$ cat src/rtl/camera_pkg.sv
// Shared types and defaults for the camera frame-buffer scheduling blocks.
// Optional reader watchdog is enabled with FRAME_TIMEOUT_EN.
package camera_pkg;

   typedef enum logic [1:0] {
      IDLE,
      READY,
      READING
   } sched_state_t;

   typedef logic bank_t;

   localparam int SEQ_W_DEF          = 8;
   localparam int DROP_W_DEF         = 8;
   localparam int TIMEOUT_CYCLES_DEF = 4_800_000;
   localparam int TMO_W_DEF          = 23;

endpackage

$ cat src/rtl/pingpong_bank_scheduler_sync.sv
// Toggle-to-pulse crossing: 2-FF synchronizer plus an edge flop.
// Each edge of tog_i gives one frame_evt_o cycle on clk_i.
module toggle_sync_pulse (
   input  logic clk_i,
   input  logic rst_ni,
   input  logic tog_i,
   output logic frame_evt_o
);

   logic s1_q;
   logic s2_q;
   logic s3_q;

   always_ff @(posedge clk_i or negedge rst_ni) begin
      if (!rst_ni) begin
         s1_q <= 1'b0;
         s2_q <= 1'b0;
         s3_q <= 1'b0;
      end else begin
         s1_q <= tog_i;
         s2_q <= s1_q;
         s3_q <= s2_q;
      end
   end

   assign frame_evt_o = s2_q ^ s3_q;

endmodule

$ cat src/rtl/pingpong_bank_scheduler.sv
// Two-bank frame buffer scheduler between camera writer and MCU reader.
// Define FRAME_TIMEOUT_EN to add the reader watchdog (rd_timeout).
module pingpong_bank_scheduler
   import camera_pkg::*;
#(
   parameter int SEQ_W          = SEQ_W_DEF,
   parameter int DROP_W         = DROP_W_DEF,
   parameter int TIMEOUT_CYCLES = TIMEOUT_CYCLES_DEF,
   parameter int TMO_W          = TMO_W_DEF
) (
   input  logic              clk,
   input  logic              nreset,
   input  logic              cam_frame_toggle,
   input  logic              rd_req,
   input  logic              rd_done,
   output logic              wr_bank,
   output logic              rd_bank,
   output logic              buffer_ready,
   output logic              reading,
   output logic [SEQ_W-1:0]  frame_seq,
   output logic [DROP_W-1:0] drop_count,
   output logic              rd_timeout
);

   if (2 ** TMO_W <= TIMEOUT_CYCLES) begin : g_bad_tmo_w
      $error("TMO_W too narrow for TIMEOUT_CYCLES");
   end

   sched_state_t      state_q, state_d;
   bank_t             wr_q, wr_d;
   logic [SEQ_W-1:0]  seq_q, seq_d;
   logic [DROP_W-1:0] drop_q, drop_d;
   logic              br_q, rdg_q;
   logic              frame_evt;
   logic              tmo_exp;
   logic              swap;
   logic              drop;
   logic              rd_end;

   toggle_sync_pulse u_sync (
      .clk_i       (clk),
      .rst_ni      (nreset),
      .tog_i       (cam_frame_toggle),
      .frame_evt_o (frame_evt)
   );

`ifdef FRAME_TIMEOUT_EN
   localparam logic [TMO_W-1:0] TMO_LAST = TMO_W'(TIMEOUT_CYCLES - 1);

   logic [TMO_W-1:0] tmo_q, tmo_d;
   logic             tmo_pulse_q;

   // Held at zero outside READING so the first READING cycle counts from 0.
   always_comb begin
      tmo_d = '0;
      if (state_q == READING) tmo_d = tmo_q + 1'b1;
   end

   assign tmo_exp = (state_q == READING) && (tmo_q == TMO_LAST) && !rd_done;

   always_ff @(posedge clk or negedge nreset) begin
      if (!nreset) begin
         tmo_q       <= '0;
         tmo_pulse_q <= 1'b0;
      end else begin
         tmo_q       <= tmo_d;
         tmo_pulse_q <= tmo_exp;
      end
   end

   assign rd_timeout = tmo_pulse_q;
`else
   assign tmo_exp    = 1'b0;
   assign rd_timeout = 1'b0;
`endif

   assign rd_end = rd_done | tmo_exp;

   always_comb begin
      state_d = state_q;
      wr_d    = wr_q;
      seq_d   = seq_q;
      drop_d  = drop_q;
      swap    = 1'b0;
      drop    = 1'b0;
      unique case (state_q)
         IDLE: begin
            if (frame_evt) begin
               swap    = 1'b1;
               state_d = READY;
            end
         end
         READY: begin
            if (frame_evt) begin
               swap = 1'b1;
               drop = 1'b1;
            end
            if (rd_req) state_d = READING;
         end
         READING: begin
            if (rd_end) begin
               swap    = frame_evt;
               state_d = frame_evt ? READY : IDLE;
            end else if (frame_evt) begin
               drop = 1'b1;
            end
         end
         default: state_d = IDLE;
      endcase
      if (swap) begin
         wr_d  = ~wr_q;
         seq_d = seq_q + 1'b1;
      end
      if (drop && (drop_q != {DROP_W{1'b1}})) drop_d = drop_q + 1'b1;
   end

   always_ff @(posedge clk or negedge nreset) begin
      if (!nreset) begin
         state_q <= IDLE;
         wr_q    <= 1'b0;
         seq_q   <= '0;
         drop_q  <= '0;
         br_q    <= 1'b0;
         rdg_q   <= 1'b0;
      end else begin
         state_q <= state_d;
         wr_q    <= wr_d;
         seq_q   <= seq_d;
         drop_q  <= drop_d;
         br_q    <= (state_d == READY);
         rdg_q   <= (state_d == READING);
      end
   end

   assign wr_bank      = wr_q;
   assign rd_bank      = ~wr_q;
   assign buffer_ready = br_q;
   assign reading      = rdg_q;
   assign frame_seq    = seq_q;
   assign drop_count   = drop_q;

endmodule

$ cat config.mk
export PLATFORM = sky130hd
export DESIGN_NAME = pingpong_bank_scheduler
export DESIGN_NICKNAME = d
export VERILOG_FILES = /design/src/rtl/camera_pkg.sv /design/src/rtl/pingpong_bank_scheduler_sync.sv /design/src/rtl/pingpong_bank_scheduler.sv
export SDC_FILE = /design/constraint.sdc
export NUM_CORES = 1
export LEC_CHECK = 0
export BUFFER_PORTS_ARGS = -buffer_cell sky130_fd_sc_hd__buf_2
export CAP_MARGIN = 20
export CORE_ASPECT_RATIO = 1.4
export CORE_MARGIN = 5
export CORE_UTILIZATION = 35
export CTS_CLUSTER_SIZE = 28
export DETAILED_ROUTE_END_ITERATION = 8
export PLACE_DENSITY = 0.58
export SLEW_MARGIN = 5
export SYNTH_ARGS = -nofsm -noshare
export SYNTH_HDL_FRONTEND = slang
export SYNTH_SLANG_ARGS = --single-unit
$ cat constraint.sdc
create_clock -name clk -period 1.65 [get_ports clk]
set_input_delay 0.0825 -clock clk [delete_from_list [all_inputs] [get_ports clk]]
set_output_delay 0.0825 -clock clk [all_outputs]
set_load 0.01 [all_outputs]
Yosys cells after proc, flatten, opt, wreduce, memory -nomap -nowiden
Cells that the tools add are included.
Storage, ports and cells
  flip-flop bits (word level): 24
  output and inout bits: 21
  logic and storage cells: 31
Cells by class
  add/sub/neg operators: 2
  eq/ne operators: 5
  multiplexer cells: 10
  bitwise operators: 2
  reductions and logical operators: 3
Operators by type and width (count)
  $add 8x1->8 const B: 2
  $ne 8x8->1 const B: 1
  $mux 2: 3
  $pmux 2 s3: 1
  $eq 2x1->1 const B: 2
  $eq 2x2->1 const B: 2
  $mux 1: 4
  $pmux 1 s2: 2
  $logic_not 2->1: 1
  $reduce_or 2->1: 1
  $logic_and 1x1->1: 1
  $not 1->1: 1
  $xor 1x1->1: 1

Longest topological paths before layout
  depth after elaboration: 5
  mapped depth: 6

Cells and area by module
Synthesis repeated with hierarchy kept, for this count alone.
Unflattened totals
  cells, all modules: 101
  area, all modules: 1173.6 µm²
Modules (own cells, without submodules)
  pingpong_bank_scheduler: instances 1, cells each 97, area each 1089.8 µm²
  toggle_sync_pulse: instances 1, cells each 4, area each 83.8 µm²

Worst setup path after synthesis
Ideal clock, no wire load.
  path kind: flip-flop to flip-flop
  start: register state_q[0]
  end: register drop_q[5] (netlist: drop_count[5])
  setup time: 125 ps
  arrival time: 1565 ps
  slack: -40 ps
  cell stages (with the launch flop): 7
  path buffers: 0
  path through: dfrtp_1 -> inv_1 -> ha_1 -> nor2b_1 -> o211ai_1 -> nor3_1 -> mux2_2
On the way
  cells in the longest elaborated chain, start to end: 3
  elaborated cells on any way between the ends: 4
  those cells by class: 2 x eq/ne; 1 x mux; 1 x reduce/logical
RTL lines
  start, declared: RTL line pingpong_bank_scheduler.sv:29  | sched_state_t state_q, state_d;
  start signal, assigned: RTL line pingpong_bank_scheduler.sv:126  | state_q <= state_d;
  $eq 2x2->1 or $eq 2x1->1 (tied branches): RTL line pingpong_bank_scheduler.sv:86  | unique case (state_q)
  $pmux 1 s2 (*): RTL line pingpong_bank_scheduler.sv:86
  $logic_and 1x1->1 (*): RTL line pingpong_bank_scheduler.sv:114  | if (drop && (drop_q != {DROP_W{1'b1}})) drop_d = drop_q + 1'b1;
  end signal, assigned: RTL line pingpong_bank_scheduler.sv:129  | drop_q <= drop_d;
  end, declared: RTL line pingpong_bank_scheduler.sv:32  | logic [DROP_W-1:0] drop_q, drop_d;
Mark *: on every way between the ends. The rest lies on a longest branch, timed or not.
A chain may end at the register's enable or synchronous reset.

Worst setup path in the final report
  start: register state_q[1]
  end: register seq_q[1] (netlist: frame_seq[1])
On the way
  cells in the longest elaborated chain, start to end: 3
  elaborated cells on any way between the ends: 5
  those cells by class: 2 x eq/ne; 1 x mux; 2 x reduce/logical
RTL lines
  $eq 2x1->1 or $logic_not 2->1 (tied branches): RTL line pingpong_bank_scheduler.sv:86
  $reduce_or 2->1 (no source line)
  $pmux 1 s2 (*): RTL line pingpong_bank_scheduler.sv:86
  end signal, assigned: RTL line pingpong_bank_scheduler.sv:128  | seq_q <= seq_d;
  end, declared: RTL line pingpong_bank_scheduler.sv:31  | logic [SEQ_W-1:0] seq_q, seq_d;
Marked as above.

==> impl_metrics.ini <==
[placed_design]
placed_area_mm2 = 0.00138
dp_hpwl_mm = 1.80
gp_congestion = 0.826
io_buffers = 24
place_inst = 172

[grt]
grt_pass1_wl_mm = 4.28
grt_pass1_vias = 969
grt_start_max_net_pins = 25
overflow = 0
antenna_found_initial = 0
grt_usage = 0.118

[sta]
maxSlewHeadroom = 0.651
report.final.slew_viol_count = 0
final_hold_viol_count = 0
holdWs_ns = 0.178
setup-violations-final = 0
fin_skew_ns = 0.00235
fin_crit_sh = 0.995
rsz0062_at_grt = yes
worst_pin_slew_ns = 0.523
min_period_ns = 1.64
timing.fmax_mhz = 609

[clocking]
clock-sinks = 24
cts_root_buf = clkbuf_8
cts_made_buffers = 3
cts_max_path_buffers = 2
cts_tree = yes
cts-htree-levels = 1
insertion_delay_ns = 0.26
path_clk_slew_ns = 0.08

[power]
p_leak_nw = 0.719
power_density_mw_per_mm2 = 1730
p_total_mw = 2.69
ir_worst_vdd_uv = 807

[detailed_routing]
ant_nets = 0
drc = 0
wire_per_inst_um = 13.4
via_per_inst = 4.84
drt_first_iter_violations = 13
dr.pass1.iters = 4
vias = 881
drt_wl_total_mm = 2.43

[synth]
yosysTopAreaCell = dfrtp_1
synth_mux_area_frac = 0.0659
ys_seq_area_frac = 0.518
synth_area_mm2 = 0.00116
synth-simple-area-share = 0.152
async_flop_share = 1.00
synth-xor-area-share = 0.0907
syn-num-nets = 114
synth_top_area_frac = 0.518
synth.area.top_cells = dfrtp_1, ha_1, xnor2_1, mux2_2, nand4_1
synth-edff-count = 0
ys_types = 25
synth_adder_area_share = 0.0756
synth_compound_area_frac = 0.0680
synth_top_family_by_area = simple AND/OR/NAND/NOR gates
synth_cells = 102
yosysWarningCount = 0
synth-seq-cells = 24
syn_avg_cell_area_um2 = 11.4
ys_dominant_reg_cell = dfrtp_1

[floorplan]
rows = 24
die_area_mm2 = 0.00458
core-area_mm2 = 0.00315
die_h_um = 78.1
ios = 26
initial_core_util = 0.367
die_x_um = 58.6

[critical_path]
path_class = flop to flop
critPathLaunchType = flop
rr_endpoint = frame_seq[1]
reg2reg_from = state_q[1]
worst-r2r-setup-slack_ns = 0.009
worst-endpoint-required_ns = 1.80
r2r_cells = 6
worstPathArrival_ns = 1.80
cp_max_fo = 3
cp-end-kind = flop

[finish]
final_common_cell = buf_2
final_cell_mix = buf_2, dfrtp_1, buf_4
diodes = 0
stdcell_count = 182
final_cell_area_mm2 = 0.00155
utilization = 0.492
area_growth_pct = 33.9
drive_above_1_share = 0.399
nNetsFinal = 156

[min_path]
hold_path_class = primary input to flop
min_to = state_q[1]
worstHoldStart = rd_req
hold_depth = 3

[run]
drv_cap = 0

[run_status]
status = finished, final reports clean
-- metal layers --
metal	vias up	wire length [µm]	track usage
met5	-	0	0
met4	0	51	0.0567
met3	7	98	0.0230
met2	22	1230	0.196
met1	420	1050	0.143
li1	432	-	-
-- what timing repair did --
action                                 in CTS  in global routing
setup endpoints to repair                   6                 11
endpoints found under the hold margin      25                  0
hold buffers                                2                  0
setup buffers                               0                  4
gates resized for setup                     4                 11
pin swaps                                   4                  5
-- cells by family (layout without fill, tap and decap cells) --
| kind of cell | Yosys count | after routing |
|---|---|---|
| AOI/OAI and AO/OA | 10 | 10 |
| xor gates and xnor gates | 12 | 12 |
| adders and majority gates | 7 | 7 |
| buffers and inverters | 7 | 48 |
| DFF | 24 | 24 |
| muxes | 7 | 7 |
| other | 1 | 1 |
| and+or+nand+nor | 34 | 34 |
-- power by group --
part	internal (mW)	leakage, nW	switching, mW
registers	0.782	0.293	0.216
clock network	0.213	0.0288	0.180
logic	0.677	0.398	0.620
total	1.67	0.719	1.02
-- layout make-up --
cell class                 instances  area, µm²
tap                               39       48.8
timing repair buffer              38        234
sequential                        24        602
fill                             309       1600
clock buffer                       4       55.1
inverter                           6       22.5
multi-input combinational         71        589
-- critical path, stage by stage (launching register included) --
cell and delay [ns]:
dfrtp_2 0.45, inv_2 0.12, ha_2 0.20, inv_1 0.07, a211oi_4 0.23, buf_4 0.15, mux2_2 0.31
-- state kept, by name, indices dropped and copies added, names as in the netlist --
signal / count
drop_count: 8
frame_seq: 8
state_q: 2
buffer_ready: 1
reading: 1
u_sync.s1_q: 1
u_sync.s2_q: 1
u_sync.s3_q: 1
wr_bank: 1
-- cell usage after synthesis, drive strengths merged (3+ instances only) --
master,n
xor2,4
nor3,5
ha,7
dfrtp,24
nor2,8
xnor2,8
o21ai,3
nand3,6
nand4,6
inv,6
mux2,5
-- how the worst max path moves through the flow --
| stage | start | to |
|---|---|---|
| after floorplan | state_q[0] | frame_seq[1] |
| after global placement | state_q[0] | drop_count[5] |
| after detailed placement | state_q[1] | frame_seq[4] |
| after CTS | state_q[1] | drop_count[5] |
| after global routing | state_q[0] | drop_count[5] |
| final | state_q[1] | frame_seq[1] |
-- per-stage QoR --
stage	setup WS [ns]	setup TNS, ns
after floorplan	0.0111	0
after global placement	0.0399	0
after detailed placement	-0.0117	-0.0280
after CTS	0.00272	0
after global routing	-0.0699	-0.425
final	0.00885	0
Power figures use the tool's default switching activity.
